==> src/rtl/switch_indicator_bank.sv <==
// ---------------------------------------------------------------------------
// switch_indicator_bank
//
// Draws a row of N_CH square indicator boxes for a bank of switches. Each
// channel latches its switch state once per video frame. After a change, the
// channel blinks for BLINK_FRAMES frames. For every pixel coordinate, the
// block reports whether the pixel is in a visible box, whether that box is
// lit, and which channel it belongs to.
//
// Ports:
//   clk         : single clock; all state updates on its rising edge
//   reset       : synchronous, active-high reset
//   frame_tick  : one-cycle pulse, once per video frame
//   status      : raw switch states, status[i] drives channel i
//   mask        : mask[i]=1 hides channel i (takes effect immediately)
//   x, y        : current pixel coordinate
//   on_group    : registered, pixel lies in a visible box
//   on_lit      : registered, pixel lies in a visible box whose status is 1
//   hit_idx     : registered, index of the hit channel, 0 when no hit
// ---------------------------------------------------------------------------
module switch_indicator_bank #(
    parameter int N_CH         = 10,
    parameter int X1           = 0,
    parameter int Y1           = 0,
    parameter int SPACING      = 20,
    parameter int BOX_W        = 16,
    parameter int BOX_H        = 16,
    parameter int BLINK_FRAMES = 30,
    parameter int CNT_W        = 5,
    parameter int BLINK_BIT    = 2,
    parameter int IDX_W        = 4
) (
    input  logic              clk,
    input  logic              reset,
    input  logic              frame_tick,
    input  logic [0:N_CH-1]   status,
    input  logic [0:N_CH-1]   mask,
    input  logic [9:0]        x,
    input  logic [9:0]        y,
    output logic              on_group,
    output logic              on_lit,
    output logic [IDX_W-1:0]  hit_idx
);

    localparam logic [CNT_W-1:0] BLINK_LOAD = CNT_W'(BLINK_FRAMES);

    logic [0:N_CH-1]  status_q, status_d;
    logic [CNT_W-1:0] cnt_q [N_CH];
    logic [CNT_W-1:0] cnt_d [N_CH];

    logic             on_group_q, on_group_d;
    logic             on_lit_q, on_lit_d;
    logic [IDX_W-1:0] hit_idx_q, hit_idx_d;

    logic [0:N_CH-1]  in_box;
    logic [0:N_CH-1]  visible;
    logic [0:N_CH-1]  hit;

    // Pixel coordinates are widened to 32-bit signed values. Box bounds are
    // elaboration-time ints, so neither side can wrap at the 10-bit edge.
    logic signed [31:0] px;
    logic signed [31:0] py;

    assign px = signed'({22'd0, x});
    assign py = signed'({22'd0, y});

    // Per-channel box geometry and visibility
    for (genvar g = 0; g < N_CH; g++) begin : g_ch
        localparam int XL = X1 + SPACING * g;
        localparam int XH = XL + BOX_W - 1;
        localparam int YL = Y1;
        localparam int YH = Y1 + BOX_H - 1;

        assign in_box[g]  = (px >= XL) && (px <= XH) && (py >= YL) && (py <= YH);
        // A blinking channel shows only during the half-period when BLINK_BIT
        // is clear. An idle channel (count 0) is always shown.
        assign visible[g] = !mask[g] && ((cnt_q[g] == '0) || !cnt_q[g][BLINK_BIT]);
        assign hit[g]     = in_box[g] && visible[g];
    end

    // Frame-synchronous latch of switch state and blink counters.
    // A change reloads the counter, taking priority over the decrement.
    always_comb begin
        status_d = status_q;
        for (int i = 0; i < N_CH; i++) begin
            cnt_d[i] = cnt_q[i];
        end
        if (frame_tick) begin
            status_d = status;
            for (int i = 0; i < N_CH; i++) begin
                if (status[i] != status_q[i]) begin
                    cnt_d[i] = BLINK_LOAD;
                end else if (cnt_q[i] != '0) begin
                    cnt_d[i] = cnt_q[i] - CNT_W'(1);
                end
            end
        end
    end

    // Lowest-index hit wins when boxes overlap. The loop runs downward so
    // that the last assignment comes from the lowest index.
    always_comb begin
        on_group_d = 1'b0;
        on_lit_d   = 1'b0;
        hit_idx_d  = '0;
        for (int i = N_CH - 1; i >= 0; i--) begin
            if (hit[i]) begin
                on_group_d = 1'b1;
                on_lit_d   = status_q[i];
                hit_idx_d  = IDX_W'(i);
            end
        end
    end

    always_ff @(posedge clk) begin
        if (reset) begin
            status_q   <= '0;
            on_group_q <= 1'b0;
            on_lit_q   <= 1'b0;
            hit_idx_q  <= '0;
            for (int i = 0; i < N_CH; i++) begin
                cnt_q[i] <= '0;
            end
        end else begin
            status_q   <= status_d;
            on_group_q <= on_group_d;
            on_lit_q   <= on_lit_d;
            hit_idx_q  <= hit_idx_d;
            for (int i = 0; i < N_CH; i++) begin
                cnt_q[i] <= cnt_d[i];
            end
        end
    end

    assign on_group = on_group_q;
    assign on_lit   = on_lit_q;
    assign hit_idx  = hit_idx_q;

endmodule

==> config.mk <==
export PLATFORM = sky130hd
export DESIGN_NAME = switch_indicator_bank
export DESIGN_NICKNAME = d
export VERILOG_FILES = /design/src/rtl/switch_indicator_bank.sv
export SDC_FILE = /design/constraint.sdc
export NUM_CORES = 1
export LEC_CHECK = 0
export ABC_AREA = 1
export ABC_CLOCK_PERIOD_IN_PS = 2000
export CAP_MARGIN = 25
export CORE_MARGIN = 4
export CORE_UTILIZATION = 35
export CTS_CLUSTER_SIZE = 14
export DETAILED_ROUTE_END_ITERATION = 8
export SYNTH_ARGS = -nofsm -noshare
export SYNTH_HDL_FRONTEND = slang
export SYNTH_SLANG_ARGS = --single-unit
export TNS_END_PERCENT = 100
==> constraint.sdc <==
create_clock -name clk -period 2 [get_ports clk]
set_input_delay 0.4 -clock clk [delete_from_list [all_inputs] [get_ports clk]]
set_output_delay 0.4 -clock clk [all_outputs]
set_load 0.02 [all_outputs]
==> run summary, run 1 <==
Crit path buffers/inverters: 2
Required time worst endpoint: 2.23 ns
Post-synth EDFFs: 0
CTS root buf: clkbuf_8
Reg area: 0.00132 mm²
Core area: 0.0105 mm²
Grt ovf: 0
Num CTS Buffers: 9
Max Clock Skew: 0.00745 ns
Hold Path Class: reg -> reg
Worst Hold Depth: 2
ANT nets after route: 0
Maximum clock path buffer count: 2
Crit Reg-Reg Endpoint: cnt_q[6][4]
Detailed Route Iter0 Violations: 201
Outcome: completed
Layout Cells excl Fill: 777
Setup violations, final: 0
Detailed placement HPWL: 7380 µm
Initial Utilization: 36.4%
Share of cells above drive strength 1: 16.1%
Post-synth net total: 603
Hold Slack: 0.483 ns
Pin count of the biggest net entering global routing: 27
Chip Height: 112 µm
Reg2reg start: cnt_q[6][0]
Worst EP arrival: 2.01 ns
Internal power: 2.74 mW
Synth Area in Compound Gates: 20.8%
Global Route Usage Sum: 15.2%
Hold Vio Cnt, Final: 0
Flop-to-flop setup slack: 0.42 ns
Clock H-tree levels: 3
Worst slack, placed: -0.144 ns
Global placement routability congestion: 0.877
Pins over their slew limit: 0
TritonCTS Sinks: 66
Max Clk Rate: 564 MHz
Slowest stage cell, crit path: clkdlybuf4s50_1
Max FO, Critical Path: 4
Xor/xnor share of the synthesized area: 2.30%
Post-Syn Area per Cell: 7.06 µm²
DP Area: 0.00477 mm²
Setup repair after global routing missed its margin: true
Post-Synth Adder-Cell Area: 6.57%
DP Cell Count: 761
Cell Rows: 37
Die width: 112 µm
YS warnings: 0
Fin nets: 699
Combinational Power Share: 31.5%
Crit share post-route: 88.7%
Clock Latency Late Sink: 0.34 ns
Multi-input logic area: 0.00211 mm²
WHS Endpoint: cnt_q[9][4]
Mapped Cells: 540
Port bufs: 42
Vias/cell: 4.84
Minimum clock period: 1.77 ns
Area grow syn2layout: 30.5%
Die footprint: 0.0126 mm²
Number of remaining DRC errors: 0
Leakage: 2.17 nW
Sw frac: 33.4%
Crit path depth: 8
Sequential cell area fraction in the yosys report: 34.7%
Cell area after layout: 0.00497 mm²
Tot Pwr: 4.11 mW
Clock slew at reported path FFs: 0.07 ns
IO Count: 49
Power Density: 827 mW/mm²
Mapped Area: 0.00381 mm²
Worst r2r path cells: 10
Largest family of logic cells by synthesized area: simple AND/OR/NAND/NOR gates
Psw: 1.38 mW
Vias in the first global route: 3619
Max_slew headroom: 78.0%
Fillcell total: 1057
Mux contribution to synthesized area: 0%
DR vias: 3758
Final setup TNS: 0 ns
Core occupancy in the finished layout: 47.5%
Max capacitance violation total: 0
Initial antenna violation count: 0
Peak VDD IR: 502 µV
Worst-Margin Slew: 0.327 ns
# diodes: 0
Global-route wire length before repair: 16100 µm
Post-synthesis simple-gate area fraction: 25.6%
Post-synthesis register bit count: 66
Delay-heaviest family, CP: simple AND/OR/NAND/NOR gates
Crit path capture type: flop
Most frequent cells in the layout: inv_1, nor2_1, nand2_1, dfxtp_1, buf_4
Startpoint types: input pin
Routed wire length: 9420 µm
CP Class: in -> reg
First-pass DRT Iterations: 4
Synth unique cells: 29
Dominant synthesized flop cell: dfxtp_1
CP max stage delay: 0.47 ns
Routed len/inst: 12.1 µm
Clock power share: 28.1%
Post-synthesis async set-or-reset flop share: 0%
Crit path cell chain: clkdlybuf4s50_1, nor2_1, inv_1, o21ai_0, nand3_1, or2_2, nand2_1, a21oi_1
CTS tree: done
Final worst slack: 0.227 ns
Sequential share of power: 40.4%
Worst Hold Launch: cnt_q[9][4]
[final cells by class]
type,count,share of cell area (%)
well taps,136,3.42
clock inverters,5,1.06
flip-flops and latches,66,26.6
clock buffers,11,3.04
multi-input cells,374,42.4
repair buffers,95,16.7
inverters,90,6.79
[worst max path at each step]
stage          start  endpoint
2_1_floorplan   y[9]    on_lit
6_report        x[2]    on_lit
5_1_grt         x[9]  on_group
3_5_place_dp    y[4]    on_lit
4_1_cts         y[4]    on_lit
3_3_place_gp    x[5]    on_lit
[power by group through the flow]
stage	registers (mW)	clock network (mW)	logic [mW]
after CTS	1.66	1.19	1.31
after global placement	1.68	0	1.25
final	1.66	1.16	1.30
after global routing	1.69	1.24	1.49
after floorplan	1.65	0	0.901
after detailed placement	1.69	0	1.30
[synth_stat cells, types with 5 or more instances]
master,instances,area (µm²)
a211oi_1,10,75.1
a21oi_1,26,130
a31oi_1,32,200
a31oi_4,5,106
clkbuf_1,7,26.3
dfxtp_1,66,1320
ha_1,20,250
inv_1,83,312
inv_2,7,26.3
nand2_1,69,259
nand3_1,13,65.1
nand4_1,14,87.6
nor2_1,82,308
nor2_2,14,87.6
o21ai_0,43,215
o21ai_1,9,45.0
or2_1,7,43.8
or3_1,7,43.8
xnor2_1,10,87.6
[logic make-up after synthesis]
| logic type | after synthesis |
|---|---|
| simple gates | 217 |
| compound gates | 127 |
| buf+inv | 100 |
| flops | 66 |
| fa+ha+maj | 20 |
| xor+xnor | 10 |
[timing repair]
action | CTS | global route
setup buffers | 0 | 0
gates resized for setup | 0 | 2
hold buffers | 0 | 0
setup endpoints to repair | 0 | 2
hold endpoints to repair | 0 | 0
[worst reg2reg max path, cell delays in order, from the launching register on]
cell	delay, ns
dfxtp_1	0.31
inv_1	0.08
ha_1	0.21
a31oi_2	0.19
nor2_1	0.08
inv_2	0.05
nand2_1	0.05
or2_1	0.24
nor2_1	0.09
nand2_1	0.06
a31oi_1	0.14
[state kept, by name, indices dropped and copies added, names as in the netlist]
signal    count
cnt_q        50
on_group      1
hit_idx       4
status_q     10
on_lit        1
[per-layer routing]
metal | track usage (%) | share of wire (%) | vias to the layer above
li1 | - | - | 1970
met3 | 3.67 | 4.4 | 15
met1 | 18.7 | 45 | 1717
met2 | 26.7 | 49 | 56
met4 | 4.01 | 1.5 | 0
met5 | 0 | 0 | -
Note: power is estimated with default switching activity, not from simulation.
==> run 2: changes to the inputs <==
--- a/config.mk
+++ b/config.mk
@@ -7,7 +7,6 @@
 export LEC_CHECK = 0
 export ABC_AREA = 1
 export ABC_CLOCK_PERIOD_IN_PS = 2000
-export CAP_MARGIN = 25
 export CORE_MARGIN = 4
 export CORE_UTILIZATION = 35
 export CTS_CLUSTER_SIZE = 14
==> results of run 2 <==
Final layout, timing and power as in run 1 (identical DEF).
==> run 3: changes to the inputs <==
--- a/config.mk
+++ b/config.mk
@@ -7,10 +7,12 @@
 export LEC_CHECK = 0
 export ABC_AREA = 1
 export ABC_CLOCK_PERIOD_IN_PS = 2000
+export CORE_ASPECT_RATIO = 0.6
 export CORE_MARGIN = 4
 export CORE_UTILIZATION = 35
 export CTS_CLUSTER_SIZE = 14
 export DETAILED_ROUTE_END_ITERATION = 8
+export PLACE_DENSITY_LB_ADDON = 0.3
 export SYNTH_ARGS = -nofsm -noshare
 export SYNTH_HDL_FRONTEND = slang
 export SYNTH_SLANG_ARGS = --single-unit
==> run summary, run 3 (synthesis results as in run 1) <==
CTS root buf: clkbuf_16
ANT nets after route: 0 (unchanged)
Worst-Margin Slew: 0.311 ns (-0.0156 ns)
Final worst slack: 0.194 ns (-0.0327 ns)
Crit share post-route: 90.3% (+1.6 points)
Core area: 0.0106 mm² (+1.3%)
Num CTS Buffers: 9 (unchanged)
Crit path capture type: flop
Cell Rows: 29 (-22%)
Share of cells above drive strength 1: 15.0% (-1.1 points)
IO Count: 49 (unchanged)
Hold Slack: 0.485 ns (+0.00216 ns)
Detailed placement HPWL: 7670 µm (+3.9%)
Reg area: 0.00132 mm² (unchanged)
Max FFs per register: 50 (unchanged)
Global placement routability congestion: 0.858 (-2.2%)
Worst EP arrival: 2.07 ns (+0.06 ns)
Global Route Usage Sum: 16.4% (+1.1 points)
Max Clock Skew: 0.00409 ns (-0.00337 ns)
Outcome: completed
Core occupancy in the finished layout: 47.6% (about the same)
Die width: 143 µm (+27%)
Fin nets: 694 (-0.72%)
Clock H-tree levels: 3 (unchanged)
Post-cts hold buffer count: 0 (unchanged)
Startpoint types: input pin
Global-route wire length before repair: 16500 µm (+2.5%)
First-pass DRT Iterations: 4 (unchanged)
Post-CTS Setup Bufs: 0 (unchanged)
DR vias: 3742 (-0.43%)
Max FO, Critical Path: 6 (+2)
Flop-to-flop setup slack: 0.40 ns (-0.02 ns)
Initial Utilization: 36.0% (-0.46 points)
Routed len/inst: 12.7 µm (+4.9%)
Hold Path Class: reg -> reg
Chip Height: 88.8 µm (-21%)
Detailed Route Iter0 Violations: 149 (-26%)
Setup violations, final: 0 (unchanged)
Top reg by flops: cnt_q
Number of remaining DRC errors: 0 (unchanged)
Pin count of the biggest net entering global routing: 26 (-3.7%)
Worst slack, placed: -0.128 ns (+0.0154 ns)
Max capacitance violation total: 0 (unchanged)
Commonest non-fill, non-tap cell in the layout: inv_1
Setup repair after global routing missed its margin: false
Required time worst endpoint: 2.26 ns (+0.03 ns)
Post_cts resized: 0 (unchanged)
# diodes: 0 (unchanged)
Leakage: 2.20 nW (+1.2%)
Hold Vio Cnt, Final: 0 (unchanged)
Vias in the first global route: 3620 (+0.028%)
Multi-input logic area: 0.00211 mm² (-0.12%)
Most frequent cells in the layout: inv_1, nor2_1, nand2_1, dfxtp_1, buf_4
Routed wire length: 9850 µm (+4.5%)
Power Density: 910 mW/mm² (+10%)
Max Clk Rate: 554 MHz (-1.8%)
Port bufs: 42 (unchanged)
Max_slew headroom: 79.1% (+1.0 points)
Clock Latency Late Sink: 0.33 ns (about the same)
Maximum clock path buffer count: 2 (unchanged)
CP Class: in -> reg
Initial antenna violation count: 0 (unchanged)
Pins over their slew limit: 0 (unchanged)
Peak VDD IR: 422 µV (-16%)
Die footprint: 0.0127 mm² (+0.43%)
Minimum clock period: 1.81 ns (+0.0327 ns)
CTS tree: done
Area grow syn2layout: 32.2%
Grt ovf: 0 (unchanged)
Clock slew at reported path FFs: 0.05 ns (-0.02 ns)
Final setup TNS: 0 ns (unchanged)
TritonCTS Sinks: 66 (unchanged)
Fillcell total: 1044 (-1.2%)
Vias/cell: 4.83 (about the same)
run 3: cell types whose count changed in the layout (fill, tap and decap cells not counted), moves of 2 or more:
cell,delta
buf_4,-5
clkbuf_16,+9
clkbuf_8,-8
clkinv_2,-2
run 3: metal layers:
layer,share of wire [%],global-route usage (%),vias up,routed length [µm]
met4,1.1,5.44,0,106
met3,5.4,4.75,9,531
li1,-,-,1978,-
met2,43,25.5,65,4220
met1,51,22.0,1690,4990
met5,0,0,-,0
run 3: path summary, 6_finish.rpt:
| kind | startpoint | to | cells past startpoint |
|---|---|---|---|
| max | x[5] | on_lit | 14 |
| min | cnt_q[8][1] | cnt_q[8][1] | 2 |
| max reg2reg | cnt_q[6][0] | cnt_q[6][4] | 9 |
| min reg2reg | cnt_q[8][1] | cnt_q[8][1] | 2 |
run 3: layout make-up:
class	count	share of cell area [%]
Multi-Input combinational cell	374	41.8
Sequential cell	66	26.2
Timing Repair Buffer	90	15.7
Inverter	90	6.70
Clock buffer	13	5.36
Tap cell	139	3.45
Clock inverter	2	0.695
run 3: per-stage QoR:
stage,area (µm²),total power [mW],std cells
finish,5040,4.59,774
global route,5040,4.90,774
CTS,5040,4.63,774
detailed placement,4730,3.00,759
global placement,4730,2.94,759
floorplan,3810,2.55,540
run 3: critical path, cell delays in order:
cell,delay [ns]
clkdlybuf4s50_1,0.47
inv_1,0.19
nand2_1,0.07
nor2_1,0.09
nand2_1,0.06
nor2_1,0.19
nand2_1,0.11
nand3_1,0.10
nand2_1,0.06
nand4_1,0.07
nand2_1,0.05
nand2_1,0.05
nand2_1,0.04
a21oi_1,0.11
run 3: power breakdown:
part | switching (mW) | internal (mW)
Clock | 0.551 | 1.06
Sequential | 0.150 | 1.52
Combinational | 0.729 | 0.583
==> variant: new RTL, flow settings as in run 2 <==
Make the reset (`reset`) asynchronous in one clocked block. Comments in the files are not updated.
--- a/src/rtl/switch_indicator_bank.sv
+++ b/src/rtl/switch_indicator_bank.sv
@@ -112,7 +112,7 @@
         end
     end
 
-    always_ff @(posedge clk) begin
+    always_ff @(posedge clk or posedge reset) begin
         if (reset) begin
             status_q   <= '0;
             on_group_q <= 1'b0;
Check against the original RTL: differs if reset is asserted again (counterexample within 4 cycles, from zero or initial values and one cycle with reset high); with reset held inactive, the same outputs for 4 cycles.
==> variant against run 2 <==
Worst setup slack got worse by 0.016 ns; wire length fell by 2.8%; first-iteration DRC count fell by 31%; sequential cell count did not move; design area rose by 1.8%; clock power fell by 5%; largest power group unchanged; area after synthesis rose by 0.76%; total power rose by 3.9%.
==> variant: results (changes against run 2) <==
metric	value	unit	change
yosys-mux-area-fraction	0	%	unchanged
route.layer.met1.wl	4360	µm	+2.5%
top_layer	met4		
n_fill_cell	1001		-5.3%
detailed_place_hpwl	7080	µm	-4.0%
synth-async-reset-ratio	100	%	+100 points
synth-compound-area-share	12.1	%	-8.8 points
synth_commonest_cells	86 x sky130_fd_sc_hd__inv_1, 80 x sky130_fd_sc_hd__nand2_1, 66 x sky130_fd_sc_hd__dfrtp_1		
reg_to_reg_startpoint	cnt_q[17]$_DFFE_PP0P_		
met2_length	4090	µm	-11%
ys_types	34		+17%
globalRouteMet1Util	20.3	%	+1.6 points
gr-usage-met2	23.7	%	-3.0 points
ctsRootBufferMaster	sky130_fd_sc_hd__clkbuf_8		
timing.critical_path.fanout_max	3		-1
grt_pass1_vias	3498		-3.3%
synth_top_cells_by_area	sky130_fd_sc_hd__dfrtp_1 43%, sky130_fd_sc_hd__inv_1 8.4%, sky130_fd_sc_hd__nand2_1 7.8%		
hold-worst-slack	0.334	ns	-0.149 ns
synthXorXnorAreaFrac	2.51	%	+0.21 points
ratio_of_cells_with_drive_above_1_in_the_final_layout	14.9	%	-1.2 points
largest_register_ffs	50		unchanged
n_antenna_cell	0		unchanged
status	finished clean		
wl_met3	476	µm	+16%
number_of_cell_instances_on_the_worst_register_to_register_path	12		+2
finalClockSkew	0.00552	ns	-0.00194 ns
ir_worst_vdd	0.383	mV	-24%
synthAdderAreaFrac	5.87	%	-0.70 points
holdCritPathClass	in -> async		
cts.reportedPaths.clkPinSlew	0.07	ns	about the same
buffer_ports.inserted	44		+4.8%
final_nets	662		-5.3%
routabilityCongestion	0.893		+1.9%
postSynth.topFlopCell	sky130_fd_sc_hd__dfrtp_1		
reg2reg_to	on_lit$_DFF_PP0_		
worst_max_slew_pin_slew	0.344	ns	+0.0166 ns
depth_of_the_cts_h_tree	3		unchanged
antenna_found_initial	0		unchanged
viasPerCell	4.80		-0.86%
grt_util_all_layers	15.2	%	about the same
avgRoutedWirePerCell	12.3	µm	+1.8%
reg2reg_slack	0.29	ns	-0.13 ns
synthesis.nets	558		-7.5%
grt_use_met3	3.80	%	+0.13 points
cellLeakagePower	0.00247	µW	+14%
violation_count_after_the_first_detailed_route_iteration	139		-31%
ys_seq_area_share	43.0	%	+8.3 points
grt_pass1_wl	15800	µm	-1.5%
maximum_number_of_pins_on_one_net_before_global_route_repair	60		+120%
[variant: cell types whose count changed after synthesis, moves of 11 or more]
cell	before	now
sky130_fd_sc_hd__dfrtp_1	0	66
sky130_fd_sc_hd__dfxtp_1	66	0
sky130_fd_sc_hd__nand3_1	13	52
sky130_fd_sc_hd__nor2_1	82	50
sky130_fd_sc_hd__a31oi_1	32	8
sky130_fd_sc_hd__a21oi_1	26	10
sky130_fd_sc_hd__nand2_1	69	80
sky130_fd_sc_hd__nor2_2	14	3
[variant: logic make-up after synthesis]
group / after synthesis
AOI/OAI and AO/OA: 81
xor gates and xnor gates: 11
adders and majority gates: 18
buffers and inverters: 93
DFF: 66
and+or+nand+nor: 228
[variant: worst max path at each step]
stage	start	slack, ns	end
floorplan	frame_tick	0.41	cnt_q[39]$_DFFE_PP0P_
global placement	x[4]	-0.25	on_group$_DFF_PP0_
detailed placement	x[4]	-0.28	on_group$_DFF_PP0_
CTS	x[4]	0.1	on_group$_DFF_PP0_
global route	x[8]	0.007	on_lit$_DFF_PP0_
finish	x[2]	0.21	on_lit$_DFF_PP0_
[variant: final cells by class]
| class | count | area share, % |
|---|---|---|
| sequential | 66 | 32.6 |
| timing repair buffer | 97 | 17.1 |
| clock buffer | 10 | 2.52 |
| tap | 136 | 3.36 |
| inverter | 89 | 6.67 |
| multi-input combinational | 338 | 36.6 |
| clock inverter | 6 | 1.14 |
[variant: power breakdown]
part,switching (µW),total (µW),internal [µW]
sequential,267,1940,1670
clock,528,1100,567
combinational,697,1240,541
total,1490,4270,2780
[variant: critical path, stage by stage]
cell	delay [ns]
sky130_fd_sc_hd__clkdlybuf4s50_1	0.52
sky130_fd_sc_hd__buf_4	0.14
sky130_fd_sc_hd__nand2_1	0.05
sky130_fd_sc_hd__nand2_1	0.10
sky130_fd_sc_hd__nand3_1	0.09
sky130_fd_sc_hd__nor2_2	0.12
sky130_fd_sc_hd__nand3_1	0.09
sky130_fd_sc_hd__nand2_1	0.07
sky130_fd_sc_hd__inv_1	0.04
sky130_fd_sc_hd__nand2_1	0.05
sky130_fd_sc_hd__nand2_1	0.04
sky130_fd_sc_hd__nand2_1	0.05
sky130_fd_sc_hd__nand2_1	0.05
sky130_fd_sc_hd__nand2_1	0.05
sky130_fd_sc_hd__nand2_1	0.05
sky130_fd_sc_hd__nand2_1	0.07
sky130_fd_sc_hd__a21oi_2	0.05
[variant: through the flow]
step | area, µm² | TNS, ns | setup slack [ns] | utilization [%] | cells
after floorplan | 3840 | 0 | 0.407 | - | 497
after global placement | 4830 | -0.862 | -0.248 | 46.0 | 726
after CTS | 5020 | 0 | 0.0987 | 47.7 | 742
final | 5060 | 0 | 0.211 | 48.2 | 742
after detailed placement | 4830 | -1.35 | -0.275 | 46.0 | 726
after global routing | 5060 | 0 | 0.00730 | 48.2 | 742
